[src/rtl/video_pkg.sv]
// rtl/video_pkg.sv - shared raster timing defaults and counter width helper
package video_pkg;

  localparam int DEF_H_ACTIVE = 16;
  localparam int DEF_H_FP     = 2;
  localparam int DEF_H_SYNC   = 2;
  localparam int DEF_H_BP     = 2;
  localparam int DEF_V_ACTIVE = 16;
  localparam int DEF_V_FP     = 1;
  localparam int DEF_V_SYNC   = 1;
  localparam int DEF_V_BP     = 1;

  localparam int DEF_H_TOTAL = DEF_H_ACTIVE + DEF_H_FP + DEF_H_SYNC + DEF_H_BP;
  localparam int DEF_V_TOTAL = DEF_V_ACTIVE + DEF_V_FP + DEF_V_SYNC + DEF_V_BP;

  function automatic int cnt_width(input int count);
    return (count <= 2) ? 1 : $clog2(count);
  endfunction

endpackage

[src/rtl/video_raster_timing.sv]
// rtl/video_raster_timing.sv - x/y raster counters with active, sync and swap-point decode
module raster_timing
  import video_pkg::*;
#(
  parameter int H_ACTIVE = DEF_H_ACTIVE,
  parameter int H_FP     = DEF_H_FP,
  parameter int H_SYNC   = DEF_H_SYNC,
  parameter int H_BP     = DEF_H_BP,
  parameter int V_ACTIVE = DEF_V_ACTIVE,
  parameter int V_FP     = DEF_V_FP,
  parameter int V_SYNC   = DEF_V_SYNC,
  parameter int V_BP     = DEF_V_BP
) (
  input  logic clk,
  input  logic rst_n,
  input  logic en,
  output logic active,
  output logic hsync_nxt,
  output logic vsync_nxt,
  output logic first_pixel,
  output logic last_pixel,
  output logic swap_point
);

  localparam int H_TOTAL = H_ACTIVE + H_FP + H_SYNC + H_BP;
  localparam int V_TOTAL = V_ACTIVE + V_FP + V_SYNC + V_BP;
  localparam int XW = cnt_width(H_TOTAL);
  localparam int YW = cnt_width(V_TOTAL);

  localparam logic [XW-1:0] X_LAST     = XW'(H_TOTAL - 1);
  localparam logic [XW-1:0] X_ACT_LAST = XW'(H_ACTIVE - 1);
  localparam logic [XW-1:0] HS_FIRST   = XW'(H_ACTIVE + H_FP);
  localparam logic [XW-1:0] HS_LAST    = XW'(H_ACTIVE + H_FP + H_SYNC - 1);
  localparam logic [YW-1:0] Y_LAST     = YW'(V_TOTAL - 1);
  localparam logic [YW-1:0] Y_ACT_LAST = YW'(V_ACTIVE - 1);
  localparam logic [YW-1:0] VS_FIRST   = YW'(V_ACTIVE + V_FP);
  localparam logic [YW-1:0] VS_LAST    = YW'(V_ACTIVE + V_FP + V_SYNC - 1);

  logic [XW-1:0] x;
  logic [YW-1:0] y;

  always_ff @(posedge clk or negedge rst_n) begin
    if (!rst_n) begin
      x <= '0;
      y <= '0;
    end else if (en) begin
      if (x == X_LAST) begin
        x <= '0;
        y <= (y == Y_LAST) ? '0 : y + 1'b1;
      end else begin
        x <= x + 1'b1;
      end
    end
  end

  // Inclusive upper bounds keep the compares safe when a porch is zero.
  assign active      = (x <= X_ACT_LAST) && (y <= Y_ACT_LAST);
  assign hsync_nxt   = (x >= HS_FIRST) && (x <= HS_LAST);
  assign vsync_nxt   = (y >= VS_FIRST) && (y <= VS_LAST);
  assign first_pixel = (x == '0) && (y == '0);
  assign last_pixel  = (x == X_ACT_LAST) && (y == Y_ACT_LAST);
  assign swap_point  = en && (x == X_LAST) && (y == Y_ACT_LAST);

endmodule

[src/rtl/video_scanout.sv]
// rtl/video_scanout.sv - ping-pong frame buffer scanout with vblank bank swap handshake
module video_scanout
  import video_pkg::*;
#(
  parameter int ADDR_WIDTH = 8,
  parameter int DATA_WIDTH = 8,
  parameter int H_ACTIVE   = DEF_H_ACTIVE,
  parameter int H_FP       = DEF_H_FP,
  parameter int H_SYNC     = DEF_H_SYNC,
  parameter int H_BP       = DEF_H_BP,
  parameter int V_ACTIVE   = DEF_V_ACTIVE,
  parameter int V_FP       = DEF_V_FP,
  parameter int V_SYNC     = DEF_V_SYNC,
  parameter int V_BP       = DEF_V_BP
) (
  input  logic                  clk,
  input  logic                  rst_n,
  input  logic                  en,
  input  logic                  swap_req,
  output logic                  swap_ack,
  output logic                  switch,
  output logic [ADDR_WIDTH-1:0] vADDR,
  input  logic [DATA_WIDTH-1:0] vDATA,
  output logic [DATA_WIDTH-1:0] pix_data,
  output logic                  pix_valid,
  output logic                  hsync,
  output logic                  vsync,
  output logic                  frame_start
);

  logic active;
  logic hsync_nxt;
  logic vsync_nxt;
  logic first_pixel;
  logic last_pixel;
  logic swap_point;
  logic scan_active;
  logic do_swap;
  logic [ADDR_WIDTH-1:0] addr_cnt;

  raster_timing #(
    .H_ACTIVE (H_ACTIVE),
    .H_FP     (H_FP),
    .H_SYNC   (H_SYNC),
    .H_BP     (H_BP),
    .V_ACTIVE (V_ACTIVE),
    .V_FP     (V_FP),
    .V_SYNC   (V_SYNC),
    .V_BP     (V_BP)
  ) u_timing (
    .clk         (clk),
    .rst_n       (rst_n),
    .en          (en),
    .active      (active),
    .hsync_nxt   (hsync_nxt),
    .vsync_nxt   (vsync_nxt),
    .first_pixel (first_pixel),
    .last_pixel  (last_pixel),
    .swap_point  (swap_point)
  );

  assign scan_active = en && active;
  assign do_swap     = swap_point && swap_req;
  assign vADDR       = addr_cnt;

  always_ff @(posedge clk or negedge rst_n) begin
    if (!rst_n) begin
      addr_cnt <= '0;
    end else if (scan_active) begin
      addr_cnt <= last_pixel ? '0 : addr_cnt + 1'b1;
    end
  end

  // Output stage: everything lands one cycle after the counter state it decodes.
  always_ff @(posedge clk or negedge rst_n) begin
    if (!rst_n) begin
      pix_data    <= '0;
      pix_valid   <= 1'b0;
      hsync       <= 1'b0;
      vsync       <= 1'b0;
      frame_start <= 1'b0;
      swap_ack    <= 1'b0;
      switch      <= 1'b0;
    end else begin
      pix_data    <= scan_active ? vDATA : '0;
      pix_valid   <= scan_active;
      frame_start <= en && first_pixel;
      swap_ack    <= do_swap;
      if (do_swap) begin
        switch <= ~switch;
      end
      if (en) begin
        hsync <= hsync_nxt;
        vsync <= vsync_nxt;
      end
    end
  end

endmodule
[config.mk]
export PLATFORM = sky130hd
export DESIGN_NAME = video_scanout
export DESIGN_NICKNAME = d
export VERILOG_FILES = /design/src/rtl/video_pkg.sv /design/src/rtl/video_raster_timing.sv /design/src/rtl/video_scanout.sv
export SDC_FILE = /design/constraint.sdc
export NUM_CORES = 1
export LEC_CHECK = 0
export ABC_AREA = 1
export CORE_MARGIN = 4
export CORE_UTILIZATION = 56
export DETAILED_ROUTE_END_ITERATION = 8
export DONT_BUFFER_PORTS = 1
export GPL_ROUTABILITY_DRIVEN = 1
export PLACE_DENSITY = 0.84
export SLEW_MARGIN = 20
export SYNTH_ARGS = -nofsm -noshare
export SYNTH_HDL_FRONTEND = slang
export SYNTH_SLANG_ARGS = --single-unit
[constraint.sdc]
create_clock -name clk -period 1.5 [get_ports clk]
set_input_delay 0.075 -clock clk [delete_from_list [all_inputs] [get_ports clk]]
set_output_delay 0.075 -clock clk [all_outputs]
set_load 0.02 [all_outputs]
==> results.txt, run 1 <==
Register area share after synthesis -> 47.3%
Leakage power -> 0.00109 uW
Clock skew -> 8.78 ps
Peak VDD IR -> 874 uV
Data required, critical path -> 1770 ps
Wirelength, routed -> 3.75 mm
Post-synthesis cell type count -> 29
Most common library cell in the layout ignoring fill and taps -> nand2_1
Tmin final -> 1540 ps
Bufs on Longest Clock Path -> 2
H-tree depth -> 2
Crit Path Max Fanout -> 5
Detailed placement HPWL -> 2.32 mm
Setup tns final -> -47.2 ps
Wire per inst -> 14.2 um
Final-stage net count -> 255
Die ar. -> 0.00397 sq mm
Tcrit/Tclk final -> 103%
Initial core utilization -> 59.8%
Port-buffer cells -> 0
CTS tree -> built
Ant diodes -> 0
Post-synthesis sequential element count -> 32
Bufs and invs on worst path -> 2
Clock buffer count from CTS -> 5
Max Slew Vio Count -> 0
Share of layout cells above drive strength 1 -> 30.2%
Fmax achieved -> 0.649 GHz
Critical path arrival -> 1810 ps
Crit path cell chain -> ha_2 -> nand2_2 -> nor2_2 -> ha_2 -> buf_6 -> nand2_4 -> inv_2 -> nor2_1 -> nand4_1 -> nand2_2
First-pass DRT Iterations -> 4
Clock Tree Root -> clkbuf_4
Syn Inst Count -> 198
Final hold violation count -> 23
Die width -> 63.0 um
Post-route DRC -> 0
Slowest-stage cell, CP -> dfrtp_1
Setup crit end kind -> register
Power Density -> 1590 mW/mm^2
Vias -> 1439
Clock sink count -> 32
Setup ws final -> -42.0 ps
Placed Instance Area -> 0.00179 sq mm
Largest delay share family, worst path -> simple AND/OR/NAND/NOR gates
Hold Buf Count CTS -> 11
Hold_ws -> -156 ps
DRT iter0 DRCs -> 116
Post-Syn Area -> 0.00169 sq mm
Worst-margin pin slew -> 340 ps
Layout area overhead -> 26.8%
HP Class -> in -> reg
Status -> complete, but fails checks
# setup viols final -> 2
Startpoint Class -> register
Mean Syn Cell Area -> 8.55 sq um
Synth Net Count -> 221
RSZ-0062 raised after global routing -> true
Failing checks -> hold timing, setup timing
Yosys warnings -> 0
Initial antenna violation count -> 0
Slowest stage delay, CP -> 410 ps
Total GRT Usage -> 19.9%
Core Region -> 0.00283 sq mm
Met3 WL -> 199 um
Number of global-route vias before repair -> 1352
Routed vias/inst -> 5.47
First-pass GRT wire length -> 6.11 mm
Ports -> 34
Met1 Wirelength -> 1.51 mm
GP Congestion -> 0.819
Antenna Violating Nets Remaining -> 0
Most frequent cells in the layout -> nand2_1 (34), dfrtp_1 (31), inv_1 (25)
Grt ovf -> 0
Fillers -> 192
Die H -> 63.0 um
Worst Setup Path Type -> reg -> reg
Post-route cell area -> 0.00215 sq mm
Largest net degree at the start of global routing -> 33
Met2 routed WL -> 1.98 mm
Uppermost layer routed -> met4
Clock-pin slew on the worst setup and hold paths -> 100 ps
Worst rel slew slack -> 77.3%
Max cap viols -> 0
Rows -> 19
Worst-skew pair later-pin latency -> 330 ps
==> registers in the layout, summed over array words and instances (netlist names) <==
signal and cells:
u_timing.y 5, frame_start 1, vADDR 8, vsync 1, hsync 1, switch 1
pix_data 8, swap_ack 1, pix_valid 1, u_timing.x 5
==> cells by family (layout without fill, tap and decap cells) <==
group           after synthesis  count (layout)  synth area share (%)
simple gates                 97              98                  27.9
buf+inv                      35              68                  9.02
flops                        32              32                  47.3
compound gates               21              21                  6.58
fa+ha+maj                    11              11                  8.13
xor+xnor                      2               2                  1.03
==> cell type report <==
class                   count  area [sq um]  area share, %
well taps                  31          38.8           1.81
repair buffers             29           267           12.4
clock buffers               7          65.1           3.03
multi-input cells         132           851           39.7
flip-flops and latches     32           802           37.4
inverters                  32           123           5.71
==> per-stage QoR <==
stage	cells	util, %	hold WS (ps)	total power, uW	worst slack [ps]
after global routing	263	75.9	-177	3680	-115
after floorplan	198	-	-221	2190	-19.4
final	263	75.9	-156	3420	-42.0
after detailed placement	238	63.4	-220	2530	-20.9
after CTS	257	70.6	-174	3170	1.89
after global placement	238	63.4	-220	2480	-13.6
==> worst register-to-register path, cell delays in order (launching register included) <==
cell     delay, ps
dfrtp_1        410
ha_2           200
nand2_2         80
nor2_2          40
ha_2           180
buf_6          120
nand2_4         80
inv_2           70
nor2_1         110
nand4_1        130
nand2_2         80
==> cell usage after synthesis <==
library cell	count	area (sq um)
buf_6	1	11.3
o2111ai_1	1	8.76
nand2_2	6	37.5
inv_1	28	105
nor4_1	1	6.26
o21ai_1	1	5.00
clkinv_1	1	3.75
xor2_1	1	8.76
nor2_1	21	78.8
nand3_2	1	10.0
nor2_4	1	11.3
nand2_4	3	33.8
dfrtp_1	32	801
inv_2	2	7.51
nand3_1	9	45.0
nand3_4	1	17.5
nand4_2	1	12.5
xnor2_1	1	8.76
nor3_1	3	15.0
clkbuf_2	1	5.00
buf_8	1	15.0
nand2_1	43	161
ha_1	11	138
nor2_2	1	6.26
nand4_1	6	37.5
a21oi_1	10	50.1
clkinv_2	1	5.00
o22ai_1	2	12.5
o21ai_0	7	35.0
==> final timing paths <==
path,from,endpoint,slack [ps],depth (start not counted)
worst max-delay path,u_timing.y[1]$_DFFE_PN0P_,vADDR[1]$_DFFE_PN0P_,-40,10
worst min-delay path,en,u_timing.x[1]$_DFFE_PN0P_,-160,1
worst max register to register,u_timing.y[1]$_DFFE_PN0P_,vADDR[1]$_DFFE_PN0P_,-40,10
worst min register to register,u_timing.x[4]$_DFFE_PN0P_,frame_start$_DFF_PN0_,550,3
max in group asynchronous,rst_n,u_timing.x[0]$_DFFE_PN0P_,1130,2
min in group asynchronous,rst_n,vADDR[7]$_DFFE_PN0P_,180,2
==> routing by layer <==
layer / vias up / track usage (%)
met2: 41 / 34.7
met1: 688 / 22.9
met4: 0 / 6.61
met3: 9 / 6.12
met5: - / 0
li1: 701 / -
==> repair_timing <==
item	in CTS	in global routing
endpoints found under the hold margin	59	24
resized for setup	3	32
gates cloned	1	0
pin swaps	1	19
setup endpoints to repair	7	24
buffers inserted	0	6
==> power by group <==
group	internal, uW	switching (uW)
registers	1080	260
logic	636	894
clock network	266	285
Power figures use the tool's default switching activity.
==> run 2: changes to the inputs <==
Settings changed: PLACE_DENSITY 0.84 to 0.72, SETUP_SLACK_MARGIN set to 0.05.
==> results.txt, run 2 (synthesis results as in run 1) <==
Die H -> 63.0 um
First-pass GRT wire length -> 6.41 mm
H-tree depth -> 2
Initial antenna violation count -> 0
Rows -> 19
Most frequent cells in the layout -> nand2_1 (35), dfrtp_1 (30), inv_1 (24)
Switching part of the total -> 44.1%
Worst Setup Path Type -> reg -> reg
Layout area overhead -> 26.8%
Fmax achieved -> 0.649 GHz
Tmin final -> 1540 ps
Clock Tree Root -> clkbuf_4
Post-route DRC -> 0
Setup crit end kind -> register
Most frequent cell on the critical path -> nand2_4
RSZ-0062 raised after global routing -> true
Setup tns final -> -41.3 ps
Initial core utilization -> 59.8%
Slowest stage delay, CP -> 410 ps
Max Slew Vio Count -> 0
Tcrit/Tclk final -> 103%
Share of layout cells above drive strength 1 -> 30.7%
# setup viols final -> 1
Hold Buf Count CTS -> 11
Grt ovf -> 0
Power Total -> 3460 uW
Internal -> 1940 uW
Clock buffer count from CTS -> 5
Final hold violation count -> 25
Routed vias/inst -> 5.50
Port-buffer cells -> 0
Crit Path Max Fanout -> 6
Worst rel slew slack -> 78.2%
Power Density -> 1610 mW/mm^2
Final-stage net count -> 253
Comb pwr share -> 44.7%
Status -> complete, but fails checks
Vias -> 1442
Setup ws final -> -41.3 ps
Clock sink count -> 32
Die width -> 63.0 um
Antenna Violating Nets Remaining -> 0
First-pass DRT Iterations -> 4
Clock skew -> 5.23 ps
Clock power share -> 15.7%
CTS tree -> built
Core Region -> 0.00283 sq mm
DRT iter0 DRCs -> 166
Max cap viols -> 0
Clock-pin slew on the worst setup and hold paths -> 100 ps
Bufs and invs on worst path -> 1
Failing checks -> hold timing, setup timing
Detailed placement HPWL -> 2.37 mm
Die ar. -> 0.00397 sq mm
Reg power frac -> 39.6%
Number of global-route vias before repair -> 1384
Ports -> 34
Data required, critical path -> 1790 ps
Critical path arrival -> 1840 ps
Wire per inst -> 15.3 um
Startpoint Class -> register
Largest delay share family, worst path -> simple AND/OR/NAND/NOR gates
Most common library cell in the layout ignoring fill and taps -> nand2_1
Slowest-stage cell, CP -> dfrtp_1
GP Congestion -> 0.847
Leakage power -> 0.00107 uW
Total GRT Usage -> 20.7%
Bufs on Longest Clock Path -> 2
Ant diodes -> 0
Largest net degree at the start of global routing -> 33
Worst-margin pin slew -> 328 ps
Psw -> 1530 uW
Fillers -> 187
Crit path cell chain -> ha_4 -> nand2_4 -> nor2_4 -> ha_4 -> inv_2 -> nand2_4 -> nand2_4 -> nor2_4 -> nand2_1 -> nand2_1
Wirelength, routed -> 4.00 mm
HP Class -> in -> reg
Hold_ws -> -187 ps
Worst-skew pair later-pin latency -> 350 ps
Peak VDD IR -> 884 uV
run 2: cell count changes in the layout (fill, tap and decap cells not counted), sizes merged:
cell,previous run,this run
clkbuf,7,6
buf,19,17
clkinv,0,2
run 2: per-stage QoR:
stage / instance area, sq um / setup WS [ps] / util, % / hold WS [ps] / instances
finish: 2150 / -41.3 / 75.9 / -187 / 262
global route: 2150 / -86.1 / 75.9 / -192 / 262
CTS: 2020 / -27.7 / 71.3 / -188 / 259
detailed placement: 1780 / -94.9 / 62.8 / -220 / 235
global placement: 1780 / -57.5 / 62.8 / -220 / 235
floorplan: 1700 / -19.4 / - / -221 / 198
run 2: cell type report:
cell class	count	area, sq um	area share, %
clock buffer	6	51.3	2.39
clock inverter	2	10.0	0.466
inverter	32	125	5.83
multi-input combinational	132	873	40.7
sequential	32	803	37.4
tap	31	38.8	1.81
timing repair buffer	27	244	11.4
run 2: timing repair:
item	4_1_cts	5_1_grt
setup buffers	4	4
endpoints found under the hold margin	59	24
gates cloned	1	0
pin swaps	11	14
gates resized for setup	10	28
setup endpoints to repair	16	23
run 2: power by group through the flow:
stage	clock network [uW]	registers [uW]	logic, uW
finish	544	1370	1550
global route	587	1400	1720
CTS	543	1340	1330
detailed placement	0	1360	1110
global placement	0	1360	1090
floorplan	0	1380	823
run 2: path summary, 6_finish.rpt:
kind | startpoint | to | slack, ps | depth (start not counted)
worst max-delay path | u_timing.y[0]$_DFFE_PN0P_ | vADDR[5]$_DFFE_PN0P_ | -40 | 10
worst min-delay path | en | u_timing.x[4]$_DFFE_PN0P_ | -190 | 1
worst max register to register | u_timing.y[0]$_DFFE_PN0P_ | vADDR[5]$_DFFE_PN0P_ | -40 | 10
worst min register to register | u_timing.y[4]$_DFFE_PN0P_ | vsync$_DFFE_PN0P_ | 580 | 2
max in group asynchronous | rst_n | u_timing.x[1]$_DFFE_PN0P_ | 1160 | 2
min in group asynchronous | rst_n | vADDR[0]$_DFFE_PN0P_ | 160 | 2
run 2: metal layers:
metal | share of wire [%] | track usage [%] | routed length (um) | vias up
li1 | - | - | - | 696
met1 | 39 | 23.3 | 1550 | 694
met2 | 55 | 36.1 | 2190 | 43
met3 | 5.0 | 6.12 | 200 | 9
met4 | 1.5 | 8.54 | 61 | 0
met5 | 0 | 0 | 0 | -
==> run 3: changes to the inputs <==
Settings changed: HOLD_SLACK_MARGIN set to 0.12.
==> results.txt, run 3 (synthesis results as in run 1) <==
Number of global-route vias before repair -> 1384
Worst-margin pin slew -> 328 ps
Multi-input gate area -> 873 sq um
GP Congestion -> 0.847
Storage element area -> 803 sq um
Slowest stage delay, CP -> 410 ps
Status -> complete, but fails checks
Wire per inst -> 15.2 um
Wirelength, routed -> 3.99 mm
Detailed placement HPWL -> 2.37 mm
Share of layout cells above drive strength 1 -> 30.7%
Tcrit/Tclk final -> 103%
DRT iter0 DRCs -> 135
Clock sink count -> 32
Clock buffer count from CTS -> 5
Power Density -> 1610 mW/mm^2
Rows -> 19
Ant diodes -> 0
Total GRT Usage -> 20.7%
Fmax achieved -> 0.646 GHz
Worst rel slew slack -> 78.2%
Ports -> 34
Die ar. -> 0.00397 sq mm
Initial antenna violation count -> 0
Max cap viols -> 0
Vias -> 1451
H-tree depth -> 2
Placed Instance Area -> 0.00178 sq mm
Setup ws final -> -48.7 ps
R2r setup slk -> -50 ps
Slowest-stage cell, CP -> dfrtp_1
Crit Path Max Fanout -> 6
Bufs and invs on worst path -> 1
Final hold violation count -> 25
Die H -> 63.0 um
Layout area overhead -> 26.8%
First-pass DRT Iterations -> 4
Startpoint Class -> register
Core Region -> 0.00283 sq mm
Tmin final -> 1550 ps
Clock Tree Root -> clkbuf_4
Worst Setup Path Type -> reg -> reg
Final-stage net count -> 253
HP Class -> in -> reg
Max Slew Vio Count -> 0
Routed vias/inst -> 5.54
RSZ-0062 raised after global routing -> true
Post-route DRC -> 0
Clock skew -> 7.68 ps
Antenna Violating Nets Remaining -> 0
Post-route cell area -> 0.00215 sq mm
Port-buffer cells -> 0
Most common library cell in the layout ignoring fill and taps -> nand2_1
Fillers -> 187
Data required, critical path -> 1790 ps
Setup tns final -> -57.9 ps
Peak VDD IR -> 882 uV
Hold_ws -> -184 ps
Die width -> 63.0 um
Clock-pin slew on the worst setup and hold paths -> 100 ps
Critical path arrival -> 1840 ps
Bufs on Longest Clock Path -> 2
Crit path cell chain -> ha_4 -> nand2_4 -> nor2_4 -> ha_4 -> inv_2 -> nand2_4 -> nand2_4 -> nor2_4 -> nand2_1 -> nand2_1
CTS tree -> built
Hold Buf Count CTS -> 11
Most frequent cells in the layout -> nand2_1 (35), dfrtp_1 (30), inv_1 (24)
Final core occ -> 75.9%
Grt ovf -> 0
Worst-skew pair later-pin latency -> 350 ps
Leakage power -> 0.00107 uW
Initial core utilization -> 59.8%
Place WS -> -94.9 ps
Most frequent cell on the critical path -> nand2_4
# setup viols final -> 2
Largest delay share family, worst path -> simple AND/OR/NAND/NOR gates
First-pass GRT wire length -> 6.41 mm
Power Total -> 3460 uW
Failing checks -> hold timing, setup timing
Largest net degree at the start of global routing -> 33
Setup crit end kind -> register
run 3: cell counts in the layout (fill, tap and decap cells not counted):
Identical to the previous run, type by type.
run 3: timing repair:
item,in CTS,in global routing
cloned,1,0
pin swaps,11,14
gates resized for setup,10,28
setup buffers,4,4
endpoints found under the setup margin,16,23
endpoints found under the hold margin,64,29
run 3: per-layer routing:
| metal | part of all wire (%) | up-vias | track usage [%] | wire, um |
|---|---|---|---|---|
| met4 | 1.5 | 0 | 8.54 | 61 |
| met3 | 5.4 | 9 | 6.12 | 214 |
| met1 | 38 | 694 | 23.3 | 1530 |
| met2 | 55 | 49 | 36.1 | 2180 |
| li1 | - | 699 | - | - |
| met5 | 0 | - | 0 | 0 |
run 3: final cells by class:
class | count | share of cell area [%]
Sequential cell | 32 | 37.4
Clock inverter | 2 | 0.466
Clock buffer | 6 | 2.39
Timing Repair Buffer | 27 | 11.4
Inverter | 32 | 5.83
Tap cell | 31 | 1.81
Multi-Input combinational cell | 132 | 40.7
run 3: metrics by stage:
step | hold WS (ps) | std cells
6_report | -184 | 262
5_1_grt | -192 | 262
4_1_cts | -188 | 259
3_5_place_dp | -220 | 235
3_3_place_gp | -220 | 235
2_1_floorplan | -221 | 198
run 3: worst paths after layout:
check	cells after the start	end	from
max in group asynchronous	2	u_timing.x[1]$_DFFE_PN0P_	rst_n
max	10	vADDR[5]$_DFFE_PN0P_	u_timing.y[0]$_DFFE_PN0P_
min in group asynchronous	2	vADDR[0]$_DFFE_PN0P_	rst_n
min reg2reg	2	vsync$_DFFE_PN0P_	u_timing.y[4]$_DFFE_PN0P_
max reg2reg	10	vADDR[5]$_DFFE_PN0P_	u_timing.y[0]$_DFFE_PN0P_
min	1	u_timing.x[4]$_DFFE_PN0P_	en
run 3: power by group:
group,total [uW],internal (uW),switching (uW)
clock network,540,223,317
logic,1550,633,917
registers,1370,1080,293
total,3460,1940,1530
